$ cat config.mk
export PLATFORM = sky130hd
export DESIGN_NAME = aco_ctrl_flat
export DESIGN_NICKNAME = d
export VERILOG_FILES = /design/src/rtl/aco_ctrl_pkg.sv /design/src/rtl/aco_ctrl_if.sv /design/src/rtl/aco_wdog.sv /design/src/rtl/aco_ctrl.sv /design/src/flat_wrapper.sv
export SDC_FILE = /design/constraint.sdc
export NUM_CORES = 1
export LEC_CHECK = 0
export CAP_MARGIN = 15
export CORE_ASPECT_RATIO = 0.5
export CORE_MARGIN = 1.5
export CORE_UTILIZATION = 49
export DETAILED_ROUTE_END_ITERATION = 16
export PLACE_DENSITY = 0.8
export SLEW_MARGIN = 15
export SYNTH_ARGS = -nofsm -noshare
export SYNTH_HDL_FRONTEND = slang
export SYNTH_SLANG_ARGS = --single-unit
$ cat constraint.sdc
create_clock -name clk_i -period 3.8 [get_ports clk_i]
set_input_delay 1.14 -clock clk_i [delete_from_list [all_inputs] [get_ports clk_i]]
set_output_delay 1.14 -clock clk_i [all_outputs]
set_load 0.02 [all_outputs]
$ cat src/rtl/aco_ctrl_pkg.sv
// rtl/aco_ctrl_pkg.sv - shared constants for the aco run-time sequencer
package aco_ctrl_pkg;

  localparam int DEF_SHIFT_BW    = 8;
  localparam int DEF_I_BW        = 8;
  localparam int DEF_CNT_BW      = 16;
  localparam int DEF_WDOG_BW     = 20;
  localparam int DEF_WIN_LEN     = 50;
  localparam int DEF_DISCARD_WIN = 1;

  localparam logic [2:0] ST_IDLE = 3'd0;
  localparam logic [2:0] ST_CFG  = 3'd1;
  localparam logic [2:0] ST_WARM = 3'd2;
  localparam logic [2:0] ST_RUN  = 3'd3;
  localparam logic [2:0] ST_STOP = 3'd4;

  localparam int ERR_CFG   = 0;
  localparam int ERR_ALIGN = 1;
  localparam int ERR_WDOG  = 2;

  // States in which aco is fed and its output is being tracked
  function automatic logic is_active(input logic [2:0] st);
    return (st == ST_WARM) || (st == ST_RUN) || (st == ST_STOP);
  endfunction

endpackage

$ cat src/rtl/aco_ctrl_if.sv
// rtl/aco_ctrl_if.sv - host, mic and aco signal bundle of the aco sequencer
interface aco_ctrl_if
  import aco_ctrl_pkg::*;
#(
  parameter int SHIFT_BW = DEF_SHIFT_BW,
  parameter int I_BW     = DEF_I_BW,
  parameter int CNT_BW   = DEF_CNT_BW,
  parameter int WDOG_BW  = DEF_WDOG_BW
);
  logic [SHIFT_BW-1:0] cfg_shift_i;
  logic                cfg_wr_i;
  logic                start_i;
  logic                stop_i;
  logic [CNT_BW-1:0]   num_win_i;
  logic [WDOG_BW-1:0]  wdog_lim_i;
  logic [I_BW-1:0]     mic_data_i;
  logic                mic_valid_i;
  logic                aco_en_o;
  logic [SHIFT_BW-1:0] aco_shift_o;
  logic                aco_wr_en_o;
  logic [I_BW-1:0]     aco_data_o;
  logic                aco_valid_o;
  logic                aco_valid_i;
  logic                aco_last_i;
  logic                out_valid_o;
  logic                out_last_o;
  logic [CNT_BW-1:0]   win_cnt_o;
  logic                busy_o;
  logic                done_o;
  logic [2:0]          err_o;

  modport master (
    output cfg_shift_i, cfg_wr_i, start_i, stop_i, num_win_i, wdog_lim_i,
           mic_data_i, mic_valid_i, aco_valid_i, aco_last_i,
    input  aco_en_o, aco_shift_o, aco_wr_en_o, aco_data_o, aco_valid_o,
           out_valid_o, out_last_o, win_cnt_o, busy_o, done_o, err_o
  );

  modport slave (
    input  cfg_shift_i, cfg_wr_i, start_i, stop_i, num_win_i, wdog_lim_i,
           mic_data_i, mic_valid_i, aco_valid_i, aco_last_i,
    output aco_en_o, aco_shift_o, aco_wr_en_o, aco_data_o, aco_valid_o,
           out_valid_o, out_last_o, win_cnt_o, busy_o, done_o, err_o
  );
endinterface

$ cat src/rtl/aco_wdog.sv
// rtl/aco_wdog.sv - idle-cycle watchdog between aco output vectors
module aco_wdog #(
  parameter int WDOG_BW = 20
) (
  input  logic               clk_i,
  input  logic               rst_i,
  input  logic               en_i,
  input  logic               clr_i,
  input  logic [WDOG_BW-1:0] lim_i,
  output logic               expired_o
);

  logic [WDOG_BW-1:0] cnt_q, cnt_d;
  logic [WDOG_BW:0]   cnt_nxt;

  assign cnt_nxt = {1'b0, cnt_q} + (WDOG_BW+1)'(1);
  // Fires on the idle cycle that brings the count up to the limit
  assign expired_o = en_i & ~clr_i & (|lim_i) & (cnt_nxt >= {1'b0, lim_i});

  // Count idle cycles while enabled; a vector or disable restarts the count
  always_comb begin
    cnt_d = cnt_q;
    if (!en_i || clr_i) begin
      cnt_d = '0;
    end else if (!(&cnt_q)) begin
      cnt_d = cnt_q + WDOG_BW'(1);
    end
  end

  // Counter register
  always_ff @(posedge clk_i or posedge rst_i) begin
    if (rst_i) cnt_q <= '0;
    else       cnt_q <= cnt_d;
  end

endmodule

$ cat src/rtl/aco_ctrl.sv
// rtl/aco_ctrl.sv - run-time sequencer and window framer for the aco pipeline
module aco_ctrl
  import aco_ctrl_pkg::*;
#(
  parameter int SHIFT_BW    = DEF_SHIFT_BW,
  parameter int I_BW        = DEF_I_BW,
  parameter int CNT_BW      = DEF_CNT_BW,
  parameter int WDOG_BW     = DEF_WDOG_BW,
  parameter int WIN_LEN     = DEF_WIN_LEN,
  parameter int DISCARD_WIN = DEF_DISCARD_WIN
) (
  input logic       clk_i,
  input logic       rst_i,
  aco_ctrl_if.slave bus
);

  localparam int VEC_BW = $clog2(WIN_LEN);
  localparam logic [VEC_BW-1:0] VEC_LAST = VEC_BW'(WIN_LEN - 1);

  logic [2:0]          state_q, state_d;
  logic [SHIFT_BW-1:0] shift_q, shift_d;
  logic [CNT_BW-1:0]   num_q, num_d;
  logic [CNT_BW-1:0]   win_q, win_d, win_inc;
  logic [CNT_BW-1:0]   warm_q, warm_d, warm_inc;
  logic [VEC_BW-1:0]   vec_q, vec_d;
  logic [2:0]          err_q, err_d;
  logic                done_q, done_d;
  logic [I_BW-1:0]     data_q, data_d;
  logic                valid_q, valid_d;
  logic                active, deliver, wdog_exp;

  assign active   = is_active(state_q);
  assign deliver  = (state_q == ST_RUN) || (state_q == ST_STOP);
  assign win_inc  = (&win_q) ? win_q : win_q + CNT_BW'(1);
  assign warm_inc = warm_q + CNT_BW'(1);

  aco_wdog #(.WDOG_BW(WDOG_BW)) u_wdog (
    .clk_i     (clk_i),
    .rst_i     (rst_i),
    .en_i      (active),
    .clr_i     (bus.aco_valid_i),
    .lim_i     (bus.wdog_lim_i),
    .expired_o (wdog_exp)
  );

  // Sequencer, window/vector counters and sticky error flags
  always_comb begin
    state_d = state_q;
    shift_d = shift_q;
    num_d   = num_q;
    win_d   = win_q;
    warm_d  = warm_q;
    vec_d   = vec_q;
    err_d   = err_q;
    done_d  = 1'b0;
    data_d  = bus.mic_data_i;
    valid_d = bus.mic_valid_i & active;

    // Vector position inside the current window; resyncs on every last
    if (active) begin
      if (bus.aco_last_i) begin
        if (vec_q != VEC_LAST) err_d[ERR_ALIGN] = 1'b1;
        vec_d = '0;
      end else if (bus.aco_valid_i) begin
        if (vec_q == VEC_LAST) begin
          err_d[ERR_ALIGN] = 1'b1;
          vec_d = '0;
        end else begin
          vec_d = vec_q + VEC_BW'(1);
        end
      end
    end else begin
      vec_d = '0;
    end

    if (bus.cfg_wr_i && (state_q != ST_IDLE)) err_d[ERR_CFG] = 1'b1;

    case (state_q)
      ST_IDLE: begin
        if (bus.cfg_wr_i) begin
          shift_d = bus.cfg_shift_i;
          state_d = ST_CFG;
        end else if (bus.start_i) begin
          num_d   = bus.num_win_i;
          err_d   = '0;
          win_d   = '0;
          warm_d  = '0;
          state_d = (DISCARD_WIN == 0) ? ST_RUN : ST_WARM;
        end
      end
      ST_CFG: state_d = ST_IDLE;
      ST_WARM: begin
        if (bus.stop_i) begin
          state_d = ST_IDLE;
        end else if (bus.aco_last_i) begin
          warm_d = warm_inc;
          if (warm_inc == CNT_BW'(DISCARD_WIN)) state_d = ST_RUN;
        end
      end
      ST_RUN, ST_STOP: begin
        if (bus.aco_last_i) win_d = win_inc;
        if (bus.aco_last_i && ((state_q == ST_STOP) || ((|num_q) && (win_inc == num_q)))) begin
          state_d = ST_IDLE;
          done_d  = 1'b1;
        end else if (bus.stop_i && (state_q == ST_RUN)) begin
          state_d = ST_STOP;
        end
      end
      default: state_d = ST_IDLE;
    endcase

    if (wdog_exp) begin
      err_d[ERR_WDOG] = 1'b1;
      state_d         = ST_IDLE;
      done_d          = 1'b0;
    end
  end

  // State and datapath registers
  always_ff @(posedge clk_i or posedge rst_i) begin
    if (rst_i) begin
      state_q <= ST_IDLE;
      shift_q <= '0;
      num_q   <= '0;
      win_q   <= '0;
      warm_q  <= '0;
      vec_q   <= '0;
      err_q   <= '0;
      done_q  <= 1'b0;
      data_q  <= '0;
      valid_q <= 1'b0;
    end else begin
      state_q <= state_d;
      shift_q <= shift_d;
      num_q   <= num_d;
      win_q   <= win_d;
      warm_q  <= warm_d;
      vec_q   <= vec_d;
      err_q   <= err_d;
      done_q  <= done_d;
      data_q  <= data_d;
      valid_q <= valid_d;
    end
  end

  assign bus.aco_en_o    = (state_q != ST_IDLE);
  assign bus.busy_o      = (state_q != ST_IDLE);
  assign bus.aco_wr_en_o = (state_q == ST_CFG);
  assign bus.aco_shift_o = shift_q;
  assign bus.aco_data_o  = data_q;
  assign bus.aco_valid_o = valid_q;
  assign bus.out_valid_o = bus.aco_valid_i & deliver;
  assign bus.out_last_o  = bus.aco_last_i & deliver;
  assign bus.win_cnt_o   = win_q;
  assign bus.done_o      = done_q;
  assign bus.err_o       = err_q;

endmodule

$ cat src/flat_wrapper.sv
// flat-port wrapper written by rule: the top's interface ports become plain ports
module aco_ctrl_flat import aco_ctrl_pkg::*;
#(
  parameter int SHIFT_BW    = DEF_SHIFT_BW,
  parameter int I_BW        = DEF_I_BW,
  parameter int CNT_BW      = DEF_CNT_BW,
  parameter int WDOG_BW     = DEF_WDOG_BW,
  parameter int WIN_LEN     = DEF_WIN_LEN,
  parameter int DISCARD_WIN = DEF_DISCARD_WIN
)
  (clk_i, rst_i, bus_cfg_shift_i, bus_cfg_wr_i, bus_start_i, bus_stop_i, bus_num_win_i, bus_wdog_lim_i, bus_mic_data_i, bus_mic_valid_i, bus_aco_valid_i, bus_aco_last_i, bus_aco_en_o, bus_aco_shift_o, bus_aco_wr_en_o, bus_aco_data_o, bus_aco_valid_o, bus_out_valid_o, bus_out_last_o, bus_win_cnt_o, bus_busy_o, bus_done_o, bus_err_o);
  aco_ctrl_if #(.SHIFT_BW(SHIFT_BW), .I_BW(I_BW), .CNT_BW(CNT_BW), .WDOG_BW(WDOG_BW)) bus_i ();
  input logic clk_i;
  input logic rst_i;
  input wire logic [$bits(bus_i.cfg_shift_i)-1:0] bus_cfg_shift_i;
  input wire logic [$bits(bus_i.cfg_wr_i)-1:0] bus_cfg_wr_i;
  input wire logic [$bits(bus_i.start_i)-1:0] bus_start_i;
  input wire logic [$bits(bus_i.stop_i)-1:0] bus_stop_i;
  input wire logic [$bits(bus_i.num_win_i)-1:0] bus_num_win_i;
  input wire logic [$bits(bus_i.wdog_lim_i)-1:0] bus_wdog_lim_i;
  input wire logic [$bits(bus_i.mic_data_i)-1:0] bus_mic_data_i;
  input wire logic [$bits(bus_i.mic_valid_i)-1:0] bus_mic_valid_i;
  input wire logic [$bits(bus_i.aco_valid_i)-1:0] bus_aco_valid_i;
  input wire logic [$bits(bus_i.aco_last_i)-1:0] bus_aco_last_i;
  output wire logic [$bits(bus_i.aco_en_o)-1:0] bus_aco_en_o;
  output wire logic [$bits(bus_i.aco_shift_o)-1:0] bus_aco_shift_o;
  output wire logic [$bits(bus_i.aco_wr_en_o)-1:0] bus_aco_wr_en_o;
  output wire logic [$bits(bus_i.aco_data_o)-1:0] bus_aco_data_o;
  output wire logic [$bits(bus_i.aco_valid_o)-1:0] bus_aco_valid_o;
  output wire logic [$bits(bus_i.out_valid_o)-1:0] bus_out_valid_o;
  output wire logic [$bits(bus_i.out_last_o)-1:0] bus_out_last_o;
  output wire logic [$bits(bus_i.win_cnt_o)-1:0] bus_win_cnt_o;
  output wire logic [$bits(bus_i.busy_o)-1:0] bus_busy_o;
  output wire logic [$bits(bus_i.done_o)-1:0] bus_done_o;
  output wire logic [$bits(bus_i.err_o)-1:0] bus_err_o;
  assign bus_i.cfg_shift_i = bus_cfg_shift_i;
  assign bus_i.cfg_wr_i = bus_cfg_wr_i;
  assign bus_i.start_i = bus_start_i;
  assign bus_i.stop_i = bus_stop_i;
  assign bus_i.num_win_i = bus_num_win_i;
  assign bus_i.wdog_lim_i = bus_wdog_lim_i;
  assign bus_i.mic_data_i = bus_mic_data_i;
  assign bus_i.mic_valid_i = bus_mic_valid_i;
  assign bus_i.aco_valid_i = bus_aco_valid_i;
  assign bus_i.aco_last_i = bus_aco_last_i;
  assign bus_aco_en_o = bus_i.aco_en_o;
  assign bus_aco_shift_o = bus_i.aco_shift_o;
  assign bus_aco_wr_en_o = bus_i.aco_wr_en_o;
  assign bus_aco_data_o = bus_i.aco_data_o;
  assign bus_aco_valid_o = bus_i.aco_valid_o;
  assign bus_out_valid_o = bus_i.out_valid_o;
  assign bus_out_last_o = bus_i.out_last_o;
  assign bus_win_cnt_o = bus_i.win_cnt_o;
  assign bus_busy_o = bus_i.busy_o;
  assign bus_done_o = bus_i.done_o;
  assign bus_err_o = bus_i.err_o;
  aco_ctrl #(.SHIFT_BW(SHIFT_BW), .I_BW(I_BW), .CNT_BW(CNT_BW), .WDOG_BW(WDOG_BW), .WIN_LEN(WIN_LEN), .DISCARD_WIN(DISCARD_WIN)) u_core (.clk_i(clk_i), .rst_i(rst_i), .bus(bus_i));
endmodule
==> parameters.txt <==
Parameter                              Value

Yosys
  Mux contribution to synthesized area    0.0281
  Post-synthesis average cell area    between 8 and 9 µm²
  Cells after Synth    slightly above 700
  Fraction of post-synthesis cell area in the top cell type by area    0.394
  Area share of xor/xnor cells in the synthesized design    0.0605
  Post-synthesis sequential area ratio    0.394
  Main synth FF type    dfrtp_1
  Cell type with the largest total area after synthesis    dfrtp_1
  Complex-gate fraction of the synthesized area    0.147
  Synth warnings    0
  Count of cell types in the netlist    67
  Netlist Area Pre-Place    slightly above 0.006 mm²
  Number of synthesized register bits    98
  FFs w/ async S/R, synth    1.00
  Simple-Gate Fraction of Synth Area    0.250
  Number of flops mapped to enable cells by yosys    0
  Number of nets produced by synthesis    roughly 800
  Synth top area cells    dfrtp_1 39%, nand2_1 5.5%, ha_1 5.2%
  Combinational family with the most area after synthesis    simple AND/OR/NAND/NOR gates
  Adder and majority gate portion of the synthesized area    0.0522

Clock tree
  Clock latency reported for the late side of the worst-skew pair    around 0.34 ns
  Clock net sink count    98
  H-tree depth    3
  TritonCTS buffer count    9
  CTS tree    built
  Clock slew at reported path FFs    approximately 0.070 ns
  # hold bufs at CTS    0
  Clock tree root driver cell    clkbuf_16
  CTS Buffer Depth    2

Global routing
  Largest net degree at the start of global routing    55
  Via count of the first global-routing pass    5222
  Initial antenna violation count    0
  Global route total overflow    0
  Global-route usage over all layers    0.237
  First-pass GRT wire length    roughly 25000 µm

Die
  Initial Utilization    0.515
  Number of standard-cell rows in the floorplan    28
  Die X-Extent    162 µm
  Height of the die    82.7 µm
  Area inside the core boundary    0.0121 mm²
  Die area    0.0134 mm²
  IO Pins    a little over 100

Critical path
  Worst Path Arrival    2.48 ns
  Largest driver fanout on the critical path    2
  CP max stage delay    around 0.62 ns
  Kind of launch point of the worst setup path    input port
  Critical setup path kind    in -> out
  Cell seen most often among critical-path stages    clkdlybuf4s50_1
  Crit-path leading delay family    buffers and inverters
  Type of destination of the critical path    output port
  Crit path buf inv count    3
  Critical-path cell with the highest stage delay    clkdlybuf4s50_1
  Worst path cell trace    clkdlybuf4s50_1 -> nand2_1 -> inv_1 -> clkdlybuf4s50_1
  Data required time of the worst path    roughly 2.7 ns

STA
  Minimum clock period    3.62 ns
  Share of the cycle needed by the critical path after routing    0.951
  Pin slew with the least headroom to its limit    about 0.71 ns
  Unrepaired setup endpoints after global routing    no
  Final Hold Fails    0
  Final Worst Setup Slack    about 0.18 ns
  TNS Setup    0 ns
  Max Clock Freq    0.277 GHz
  Setup Viol. Count Final    0
  Final worst clock skew    a little under 0.006 ns
  Relative slew margins    0.525
  Number of max-slew violations in the final report    0

Placement
  Placed standard-cell area    about 0.0073 mm²
  Count of buffers from port buffering    roughly 100
  Post-detail-place hpwl    11300 µm
  Setup slack after placement    -0.153 ns
  Weighted congestion reported at the end of routability-driven placement    a little over 0.9

Pwr
  Power per Cell Area    482 mW/mm²
  Worst IR Drop VDD    around 0.38 mV
  Leakage power of the design    ~0.0034 µW

Drt
  Router iterations before antenna repair    5
  Residual DRC    0
  Routed wire length per instance    15.8 µm
  Vias per cell    between 5 and 6
  Vias after detailed routing    ~5600
  Antenna Nets Post-Route    0
  Total wire length after detailed routing    approximately 15000 µm
  DRT iter0 DRCs    between 400 and 500

Finish
  Nets@finish    a little under 900
  Storage cell area    approximately 0.0025 mm²
  Ratio of cells with drive above 1 in the final layout    0.0912
  Antenna diode count    0
  Non-Filler Cell Area, Final    approximately 0.0077 mm²
  Multi-input combinational cell area    ~0.0034 mm²
  # fillers    991
  Utilization of the core after routing    0.640
  Layout-stage area growth over the synthesis result    24.2%

Min path
  Worst hold path class    reg -> reg

Job
  Max capacitance violation total    0

Run status
  Run status    finished clean
## cells by family after synthesis
logic type,count (synthesis)
simple gates,292
compound gates,149
flops,98
buf+inv,91
xor+xnor,43
fa+ha+maj,26
mux,16
## cells in the mapped netlist, types with 15 or more instances
library cell,instances
nor3_1,15
nand3_1,18
ha_1,26
o21ai_0,49
nand2_1,92
nand4_1,24
a21oi_1,45
nor4_1,18
and3_1,17
clkbuf_1,22
xnor2_1,31
nor2_1,49
inv_1,53
dfrtp_1,98
## registers in the layout, indices dropped and copies added (netlist names)
signal                  flops
u_core.warm_q              16
u_core.bus.aco_data_o       8
u_core.u_wdog.cnt_q        20
u_core.bus.done_o           1
u_core.bus.win_cnt_o       16
u_core.bus.aco_valid_o      1
u_core.bus.err_o            3
u_core.state_q              3
u_core.vec_q                6
u_core.bus.aco_shift_o      8
u_core.num_q               16
## worst min-delay path, delay by kind of cell, from the launching register on
kind	cells	cell delay, ns
flops	1	0.35
simple gates	2	0.13
## through the flow
step	hold slack, ns	power (µW)	instances
floorplan	0.471	2220	715
CTS	0.504	3740	974
detailed placement	0.474	2720	958
finish	0.506	3730	976
global placement	0.472	2670	958
global route	0.533	3940	976
## placed cells by master, fill, tap and decap left out, drive strengths merged, types with 22 or more instances in the layout
cell           synthesis  routed
nor2                  49      49
clkdlybuf4s50          0     101
xnor2                 31      31
a21oi                 45      45
dfrtp                 98      98
o21ai                 49      49
inv                   53      55
ha                    26      26
nor4                  22      22
nand4                 27      27
nand2                 92      92
## area by class of cell
type / instances / share of cell area
tap: 165 / 0.0267
timing repair buffer: 118 / 0.149
sequential: 98 / 0.317
clock buffer: 10 / 0.0309
multi-input combinational: 526 / 0.438
clock inverter: 6 / 0.0125
inverter: 53 / 0.0260
## layer usage
| layer | vias to the layer above | track usage | routed length [µm] |
|---|---|---|---|
| met3 | 19 | 0.0495 | 1050 |
| met4 | 0 | 0.0679 | 220 |
| met2 | 182 | 0.397 | 7260 |
| met5 | - | 0 | 0 |
| met1 | 2698 | 0.313 | 6890 |
| li1 | 2725 | - | - |
## power breakdown
part / switching, µW / internal, µW / total (µW)
sequential: 213 / 1230 / 1440
combinational: 683 / 596 / 1280
clock: 406 / 603 / 1010
total: 1300 / 2420 / 3730
## repair_timing
| action | 4_1_cts | 5_1_grt |
|---|---|---|
| setup buffers | 0 | 2 |
| resized for setup | 0 | 9 |
| endpoints found under the hold margin | 0 | 0 |
| endpoints found under the setup margin | 0 | 2 |
## final timing paths
| path | start | endpoint | slack (ns) | cells after the start |
|---|---|---|---|---|
| max in group asynchronous | rst_i | u_core.bus.win_cnt_o[12] | 1.88 | 3 |
| worst max register to register | u_core.u_wdog.cnt_q[2] | u_core.state_q[1] | 0.25 | 15 |
| worst max-delay path | bus_aco_last_i | bus_out_last_o | 0.18 | 4 |
| min in group asynchronous | rst_i | u_core.bus.win_cnt_o[9] | 1.26 | 2 |
| worst min register to register | u_core.bus.err_o[2] | u_core.bus.err_o[2] | 0.51 | 2 |
| worst min-delay path | u_core.bus.err_o[2] | u_core.bus.err_o[2] | 0.51 | 2 |
No activity file was read; power rests on OpenSTA's default activity.
